==> config.mk <==
export PLATFORM = sky130hd
export DESIGN_NAME = cnn_layer_accel_job_sequencer
export DESIGN_NICKNAME = d
export VERILOG_FILES = /design/src/rtl/cnl_job_seq_pkg.sv /design/src/rtl/cnl_job_seq_desc_fifo.sv /design/src/rtl/cnn_layer_accel_job_sequencer.sv
export SDC_FILE = /design/constraint.sdc
export NUM_CORES = 1
export LEC_CHECK = 0
export ABC_AREA = 1
export BUFFER_PORTS_ARGS = -buffer_cell sky130_fd_sc_hd__buf_2
export CAP_MARGIN = 10
export CELL_PAD_IN_SITES_DETAIL_PLACEMENT = 1
export CELL_PAD_IN_SITES_GLOBAL_PLACEMENT = 2
export CORE_UTILIZATION = 40
export DETAILED_ROUTE_END_ITERATION = 7
export HOLD_SLACK_MARGIN = 0.1
export PLACE_DENSITY = 0.84
export SLEW_MARGIN = 0
export SYNTH_ARGS = -nofsm -noshare
export SYNTH_HDL_FRONTEND = slang
export SYNTH_SLANG_ARGS = --single-unit
==> constraint.sdc <==
create_clock -name clk_if -period 14.4 [get_ports clk_if]
set_input_delay 2.88 -clock clk_if [delete_from_list [all_inputs] [get_ports clk_if]]
set_output_delay 2.88 -clock clk_if [all_outputs]
set_load 0.02 [all_outputs]
==> src/rtl/cnl_job_seq_pkg.sv <==
// cnl_job_seq_pkg: shared types and constants for the quad job sequencer
// Contents: sequencer state enum, buffered job descriptor struct, watchdog width.
// The descriptor id field is sized for the widest supported id; the top zero-extends into it.
package cnl_job_seq_pkg;
   localparam int C_WDOG_W   = 16;
   localparam int C_ID_MAX_W = 32;

   typedef enum logic [2:0] {
      S_IDLE, S_CFG, S_START, S_FETCH, S_FETCH_WAIT, S_RUN, S_ACK, S_DONE
   } job_seq_state_t;

   typedef struct packed {
      logic [127:0]          params;
      logic [127:0]          cfg_data;
      logic [1:0]            cfg_sel;
      logic [C_ID_MAX_W-1:0] id;
   } job_desc_t;
endpackage

==> src/rtl/cnl_job_seq_desc_fifo.sv <==
// cnl_job_seq_desc_fifo: synchronous descriptor FIFO with registered full/empty flags
// Ports:
//   clk_if, rst_n     clock, asynchronous active-low reset (empties the FIFO)
//   push, wr_data     write request and descriptor; ignored while full
//   pop, rd_data      read request; rd_data always shows the current head
//   full, empty       registered occupancy flags
module cnl_job_seq_desc_fifo
   import cnl_job_seq_pkg::*;
#(
   parameter int C_DEPTH = 4
) (
   input  logic      clk_if,
   input  logic      rst_n,
   input  logic      push,
   input  job_desc_t wr_data,
   input  logic      pop,
   output job_desc_t rd_data,
   output logic      full,
   output logic      empty
);
   localparam int AW = $clog2(C_DEPTH);
   localparam int CW = AW + 1;

   job_desc_t     mem [C_DEPTH];
   logic [AW-1:0] wr_ptr, rd_ptr;
   logic [CW-1:0] count, count_next;
   logic          do_push, do_pop;

   assign do_push    = push && !full;
   assign do_pop     = pop && !empty;
   assign count_next = count + CW'(do_push) - CW'(do_pop);
   assign rd_data    = mem[rd_ptr];

   // Flags are computed from the next occupancy so they stay registered.
   always_ff @(posedge clk_if or negedge rst_n)
      if (!rst_n) begin
         wr_ptr <= '0;
         rd_ptr <= '0;
         count  <= '0;
         full   <= 1'b0;
         empty  <= 1'b1;
      end else begin
         if (do_push) wr_ptr <= wr_ptr + AW'(1);
         if (do_pop) rd_ptr <= rd_ptr + AW'(1);
         count <= count_next;
         full  <= count_next == CW'(C_DEPTH);
         empty <= count_next == '0;
      end

   always_ff @(posedge clk_if)
      if (do_push) mem[wr_ptr] <= wr_data;
endmodule

==> src/rtl/cnn_layer_accel_job_sequencer.sv <==
// cnn_layer_accel_job_sequencer: buffers job descriptors and runs them on one quad in order
// Ports:
//   clk_if, rst_n                               interface clock, asynchronous active-low reset
//   desc_valid/desc_ready, desc_*               descriptor intake (params, cfg word, cfg lane, id)
//   config_valid/config_accept/config_data      quad config channel, one-hot lane from desc_cfg_sel
//   job_start/job_accept/job_parameters         quad job-start channel
//   job_fetch_request/ack/complete              fetch handshake, ack is a single-cycle pulse
//   job_complete/job_complete_ack               completion handshake, ack held until complete drops
//   done_valid/done_id/done_status              per-job result pulse, status 1 = run watchdog expired
//   busy, jobs_done_count                       activity flag, wrapping count of successful jobs
module cnn_layer_accel_job_sequencer
   import cnl_job_seq_pkg::*;
#(
   parameter int C_DESC_DEPTH = 4,
   parameter int C_TIMEOUT    = 65535,
   parameter int C_ID_WIDTH   = 8
) (
   input  logic                  clk_if,
   input  logic                  rst_n,
   input  logic                  desc_valid,
   output logic                  desc_ready,
   input  logic [127:0]          desc_job_params,
   input  logic [127:0]          desc_cfg_data,
   input  logic [1:0]            desc_cfg_sel,
   input  logic [C_ID_WIDTH-1:0] desc_id,
   output logic [3:0]            config_valid,
   input  logic [3:0]            config_accept,
   output logic [127:0]          config_data,
   output logic                  job_start,
   input  logic                  job_accept,
   output logic [127:0]          job_parameters,
   input  logic                  job_fetch_request,
   output logic                  job_fetch_ack,
   input  logic                  job_fetch_complete,
   input  logic                  job_complete,
   output logic                  job_complete_ack,
   output logic                  done_valid,
   output logic [C_ID_WIDTH-1:0] done_id,
   output logic                  done_status,
   output logic                  busy,
   output logic [15:0]           jobs_done_count
);
   job_seq_state_t      state;
   job_desc_t           wr_desc, head, cur;
   logic                full, empty, timeout, unused_cur;
   logic [C_WDOG_W-1:0] wdog, wdog_inc;

   assign wr_desc    = '{params: desc_job_params, cfg_data: desc_cfg_data,
                         cfg_sel: desc_cfg_sel, id: C_ID_MAX_W'(desc_id)};
   assign desc_ready = !full;
   assign busy       = (state != S_IDLE) || !empty;
   assign wdog_inc   = (&wdog) ? wdog : wdog + C_WDOG_W'(1);
   assign timeout    = (C_TIMEOUT != 0) && (wdog_inc == C_WDOG_W'(C_TIMEOUT));
   // The config word is driven straight from the FIFO head, so the stored copy is not needed.
   assign unused_cur = ^{cur.cfg_data, cur.id};

   cnl_job_seq_desc_fifo #(.C_DEPTH(C_DESC_DEPTH)) u_fifo (
      .clk_if  (clk_if),
      .rst_n   (rst_n),
      .push    (desc_valid),
      .wr_data (wr_desc),
      .pop     (state == S_IDLE),
      .rd_data (head),
      .full    (full),
      .empty   (empty)
   );

   // done_valid is raised on the edge that enters DONE, so it is high for the DONE cycle only.
   always_ff @(posedge clk_if or negedge rst_n)
      if (!rst_n) begin
         state            <= S_IDLE;
         cur              <= '0;
         wdog             <= '0;
         config_valid     <= '0;
         config_data      <= '0;
         job_start        <= 1'b0;
         job_parameters   <= '0;
         job_fetch_ack    <= 1'b0;
         job_complete_ack <= 1'b0;
         done_valid       <= 1'b0;
         done_id          <= '0;
         done_status      <= 1'b0;
         jobs_done_count  <= '0;
      end else begin
         job_fetch_ack <= 1'b0;
         done_valid    <= 1'b0;
         case (state)
            S_IDLE: if (!empty) begin
               cur          <= head;
               config_valid <= 4'b0001 << head.cfg_sel;
               config_data  <= head.cfg_data;
               state        <= S_CFG;
            end
            S_CFG: if (config_accept[cur.cfg_sel]) begin
               config_valid   <= '0;
               job_start      <= 1'b1;
               job_parameters <= cur.params;
               state          <= S_START;
            end
            S_START: if (job_accept) begin
               job_start <= 1'b0;
               state     <= S_FETCH;
            end
            S_FETCH: if (job_fetch_request) begin
               job_fetch_ack <= 1'b1;
               state         <= S_FETCH_WAIT;
            end
            S_FETCH_WAIT: if (job_fetch_complete) begin
               wdog             <= '0;
               job_complete_ack <= job_complete;
               state            <= job_complete ? S_ACK : S_RUN;
            end
            S_RUN: begin
               wdog <= wdog_inc;
               if (job_complete) begin
                  job_complete_ack <= 1'b1;
                  state            <= S_ACK;
               end else if (timeout) begin
                  done_valid  <= 1'b1;
                  done_status <= 1'b1;
                  done_id     <= cur.id[C_ID_WIDTH-1:0];
                  state       <= S_DONE;
               end
            end
            S_ACK: if (!job_complete) begin
               job_complete_ack <= 1'b0;
               done_valid       <= 1'b1;
               done_status      <= 1'b0;
               done_id          <= cur.id[C_ID_WIDTH-1:0];
               jobs_done_count  <= jobs_done_count + 16'd1;
               state            <= S_DONE;
            end
            default: state <= S_IDLE;
         endcase
      end
endmodule

; Word-level counts from Yosys, hierarchy flattened
; Memories as Yosys holds them, arrays and structs flattened.
; Cells that the tools add are included.
[word_totals]
ff_bits = 455
ramBits = 1064
out_inout_bits = 291
word_cells = 112
n_memories = 1
[memory_table]
columns = memory, depth, width, read_ports, rd_ports_with_merged_regs, wr, line_no
row1 = u_fifo.mem, 4, 266, 1, 0, 1, cnl_job_seq_desc_fifo.sv:24  ; job_desc_t mem [C_DEPTH];
[op_classes]
add_sub_neg = 6
order_cmp = 1
eq_ne = 18
n_shift = 1
muxes = 40
n_bitwise = 2
reduce_logical = 23
[ops]
columns = cell, count
row1 = "adder 16 x 1 -> 16 bit, second input constant", 2
row2 = 2-to-1 mux 16 bit, 2
row3 = case mux 16 bit (2 select lines), 1
row4 = 2-to-1 mux 3 bit, 8
row5 = 2-to-1 mux 8 bit, 3
row6 = case mux 3 bit (7 select lines), 1
row7 = "!= test 2 bit, second input constant", 9
row8 = "equality test 16 bit, second input constant", 1
row9 = case mux 8 bit (2 select lines), 1
row10 = AND reduction 16 bit, 1
row11 = 2-to-1 mux 1 bit, 15
row12 = "equality test 3 bit, second input constant", 4
row13 = 2-to-1 mux 4 bit, 2
row14 = case mux 4 bit (2 select lines), 1
row15 = AND reduction 2 bit, 4
row16 = AND reduction 4 bit, 2
row17 = nonzero test 2 bit, 4
row18 = AND reduction 7 bit, 1
row19 = "equality test 3 x 2 -> 1 bit, second input constant", 2
row20 = logical NOT 3 bit, 2
row21 = case mux 1 bit (2 select lines), 3
row22 = AND reduction 3 bit, 2
row23 = nonzero test 3 bit, 2
row24 = "adder 2 x 1 -> 2 bit, second input constant", 2
row25 = 13 further kinds, 16

; Longest topological paths before layout
[depth]
ltp_word = 6
depth_mapped = 16
mapped_depth_nobuf = 16

; Modules after synthesis
; A second synthesis with hierarchy kept.
[hier_totals]
cells_unflattened = 4771
hier_area_um2 = 62037.0
[by_module_without_submodules]
columns = mod, n_inst, cells_each, area_per_inst_um2
row1 = cnl_job_seq_desc_fifo, 1, 3149, 44624.0
row2 = cnn_layer_accel_job_sequencer, 1, 1622, 17413.0

; Least setup slack after synthesis
; Ideal clock, no wire load.
[synth_path]
path_type = in2reg
startpoint = input port desc_valid
endpoint = memory u_fifo.mem[0][0] in the netlist's numbering, enable pin
setup_time_ns = 0.899
t_arrival_ns = 14.042
slack_ns = -0.541
path_stages = 2
n_path_buf = 0
cell_sequence = nand2_1 nor2_1
[synth_between]
elab_chain_cells = 3
[synth_lines]
columns = element, line_no
row1 = from (decl), cnn_layer_accel_job_sequencer.sv:20  ; input logic desc_valid,
row2 = logical AND 1 bit, cnl_job_seq_desc_fifo.sv:29  ; assign do_push = push && !full;
row3 = 2-to-1 mux 1 bit, cnl_job_seq_desc_fifo.sv:51  ; if (do_push) mem[wr_ptr] <= wr_data;
row4 = 2-to-1 mux 1 bit (implied by the code), cnl_job_seq_desc_fifo.sv:51
row5 = to (decl), cnl_job_seq_desc_fifo.sv:24
; No other way between the ends.

; Worst setup path in the final report
[layout_path]
startpoint = input port desc_valid
endpoint = memory u_fifo.mem[1][2] in the netlist's numbering, enable pin
; The elaborated chain is that of the path after synthesis.

==> implementation parameters <==
Parameter                              Value

Synthesis
  Number of warnings printed during yosys synthesis    0
  Most area-hungry cell type in the Yosys netlist    edfxtp_1
  Number of register bits inferred by synthesis    1519
  Top cell types by occurrence after synthesis    edfxtp_1, o21ai_0, nand2_1
  Cell area after technology mapping    0.05671 sq mm
  Area fraction of the dominant cell type after synthesis    56.34%
  Avg Synthesized Cell Area    12.58 sq um
  Number of library cell types mapped by synthesis    36
  Share of synthesized area occupied by flip-flops and latches    76.41%
  Most used standard cell by instance count after synthesis    edfxtp_1
  Prevailing post-synth register cell    edfxtp_1
  Syn Nets    4794
  Number of enable flip-flop cells after synthesis    1064
  Cell count after synthesis    4508
  Cell types with the largest area share after synthesis    edfxtp_1, dfrtp_1, o21ai_0, nand2_1, nor2_1
  Ys async rst share    29.95%

Floorplanning
  Die area    0.1433 sq mm
  Effective utilization at floorplan    40.50%
  Placeable core area    0.1400 sq mm
  Core Rows    137
  Die Y-Extent    378.5 um
  Chip width    378.5 um
  I/O pins    568

Detailed routing
  Post-detailed-route via-to-cell ratio    5.218
  Total length of routed wires    154.6 mm
  Post-route ant nets    0
  Wire length per cell    21.94 um
  Total DRC errors in the routed layout    0
  1st-iter DRT viols    2216
  Router iterations before antenna repair    6
  Total number of vias    36780

Setup path
  Reg-to-reg critical path startpoint    state[0]
  Category of the worst setup path launch point    primary input
  Worst-path cell chain    buf_2 > nand2_1 > nor2_4 > buf_4 > buf_12 > buf_4
  Critical path's most frequent cell    buf_4
  R2R depth    7
  Critical Path Source    desc_valid
  Start-to-end type of the worst setup path    in -> reg
  Max stage delay on crit path    0.90 ns
  Setup slack of the most critical reg-to-reg path    10.16 ns
  Worst-path maximum fanout    105
  Endpoint of the worst setup timing path    u_fifo.mem[1][2]
  Destination of the worst register-to-register timing path    u_fifo.rd_ptr[1]
  Standard cell with the maximum stage delay on the critical path    buf_4
  Crit path capture type    flip-flop
  Req. time, crit path    14.80 ns
  Data arrival, critical path    5.98 ns

STA
  Final Setup Violations    0
  Post-route clock skew    0.03649 ns
  Final clock period utilization by the worst path    38.74%
  Maximum clock frequency    179.2 MHz
  Hold Vio Cnt, Final    0
  Max Slew Vio Count    0
  Setup repair after global routing missed its margin    no
  Rel. slew slack    21.44%
  Slew at the pin closest to its max-slew limit    1.178 ns
  Minimum clock period    5.579 ns

Placed design
  Count of placed standard cells including taps    6729
  Hpwl dp    91.38 mm
  Final estimated routing congestion in global placement    0.7644
  PortBufs    567

Clocking
  Number of hold buffers added after CTS    0
  Sink count of the clock tree    1519
  Worst skew pair latency    0.81 ns
  Buffers inserted by post-CTS timing repair    0
  Clock buffers created by TritonCTS    158
  Clock Pin Slew Worst Setup and Hold Paths    0.06 ns
  H-tree level count    4
  TritonCTS clock tree    done
  CTS Buffer Depth    3
  # resized after CTS    0
  Buffer type at the clock tree root    clkbuf_16

Power and ir drop
  Worst vdd ir    0.1373 mV
  Pwr Total    15.00 mW
  Power Density    224.8 mW/mm^2
  Standby leakage power    26.01 nW

Min path
  Hold crit path type    reg -> reg

Status
  Status    completed

Layout
  Number of nets in the layout    5299
  Filler-free cell count of the finished design    7048
  Fraction of layout instances using a drive strength above 1    17.16%
  Post-layout utilization of the core    47.64%
  Area Overhead vs Synth    17.64%

Run
  Number of maximum-capacitance constraint violations    0

GRT
  Number of antenna violations at the first check in global routing    75
  Pin count of the biggest net entering global routing    223
  Number of global-route vias before repair    38740
  Wire length of the first global-routing pass    233.9 mm
  Remaining global-route overflow    0
  Global routing usage summed across all routing layers    21.50%
-- flip-flops by register name, summed over array words and instances (netlist names), 2 cells and up --
register and count:
jobs_done_count 16, u_fifo.wr_ptr 2, done_id 8, u_fifo.mem 1064, config_valid 4, u_fifo.count 3, cur 138, config_data 128
u_fifo.rd_ptr 2, state 3, job_parameters 128, wdog 16
-- placed cells by master (no fill, tap or decap), types with 2 or more instances in the layout --
cell type / synthesis / final
inv_8: 0 / 2
o21ai_0: 809 / 809
a21oi_1: 9 / 9
buf_4: 0 / 40
clkinv_2: 0 / 30
inv_16: 0 / 2
clkinv_1: 0 / 24
edfxtp_1: 1064 / 1064
nor2_4: 4 / 9
xor2_1: 16 / 16
buf_2: 18 / 566
nor2_1: 559 / 555
clkbuf_16: 0 / 162
inv_6: 0 / 10
clkinvlp_4: 0 / 8
nor2_2: 7 / 6
dfrtp_1: 454 / 452
diode_2: 0 / 21
bufinv_16: 0 / 18
clkinv_4: 0 / 2
nand2_2: 2 / 2
buf_12: 0 / 5
nand2_4: 2 / 2
clkbuf_1: 238 / 33
dfrtp_4: 0 / 2
xnor2_1: 10 / 10
clkinv_8: 0 / 2
nand3_1: 44 / 43
nor4_1: 2 / 2
ha_1: 8 / 8
o22ai_1: 273 / 273
clkbuf_8: 0 / 7
nor3_1: 4 / 4
nand2_1: 768 / 768
nand4_1: 7 / 7
nand3_4: 1 / 2
inv_1: 185 / 184
-- worst max-delay path: cells and delay by family --
kind	cells	cell delay, ns
buffers and inverters	4	2.22
AND/OR/NAND/NOR	2	0.69
-- layer usage --
metal | track usage, % | share of wire (%) | up-vias | routed length [um]
li1 | - | - | 16880 | -
met1 | 27.32 | 42 | 18650 | 65630
met2 | 35.76 | 49 | 838 | 75490
met3 | 5.809 | 6.2 | 326 | 9579
met4 | 6.562 | 2.2 | 84 | 3400
met5 | 0 | 0.35 | - | 539
-- report_power, final --
group          switching, mW  internal [mW]
registers              0.453           5.88
clock network           1.74           2.44
logic                   3.28           1.21
total                   5.47           9.52
-- worst min-delay path by stage --
stage,from,endpoint,slack (ns),depth (start not counted)
floorplan,cur[0],done_id[0],0.44,2
global placement,cur[5],done_id[5],0.45,2
detailed placement,jobs_done_count[15],jobs_done_count[15],0.46,1
CTS,jobs_done_count[15],jobs_done_count[15],0.47,1
global route,jobs_done_count[15],jobs_done_count[15],0.49,1
finish,jobs_done_count[15],jobs_done_count[15],0.46,1
-- kinds of logic after synthesis --
group                      share of synthesized area [%]
buffers and inverters                              3.058
adders and majority gates                         0.2118
AOI/OAI and AO/OA                                  10.30
DFF                                                76.41
xor gates and xnor gates                          0.4015
and+or+nand+nor                                    9.614
-- stage by stage --
stage,worst slack (ns),hold slack [ns],area [sq um],TNS [ns]
after global routing,8.715,0.4881,66700,0
final,8.821,0.4636,66720,0
after detailed placement,7.930,0.4582,61350,0
after global placement,8.000,0.4536,61350,0
after CTS,8.823,0.4700,66670,0
after floorplan,-0.5414,0.4422,56710,-576.06
-- final cells by class --
| cell class | instances | area [sq um] |
|---|---|---|
| fillers | 14640 | 73330 |
| clock inverters | 96 | 1040 |
| clock buffers | 202 | 4274 |
| multi-input cells | 2535 | 11690 |
| inverters | 187 | 721.9 |
| diodes | 21 | 52.55 |
| well taps | 1876 | 2347 |
| flip-flops and latches | 1519 | 43350 |
| repair buffers | 612 | 3248 |
Power figures use the tool's default switching activity.
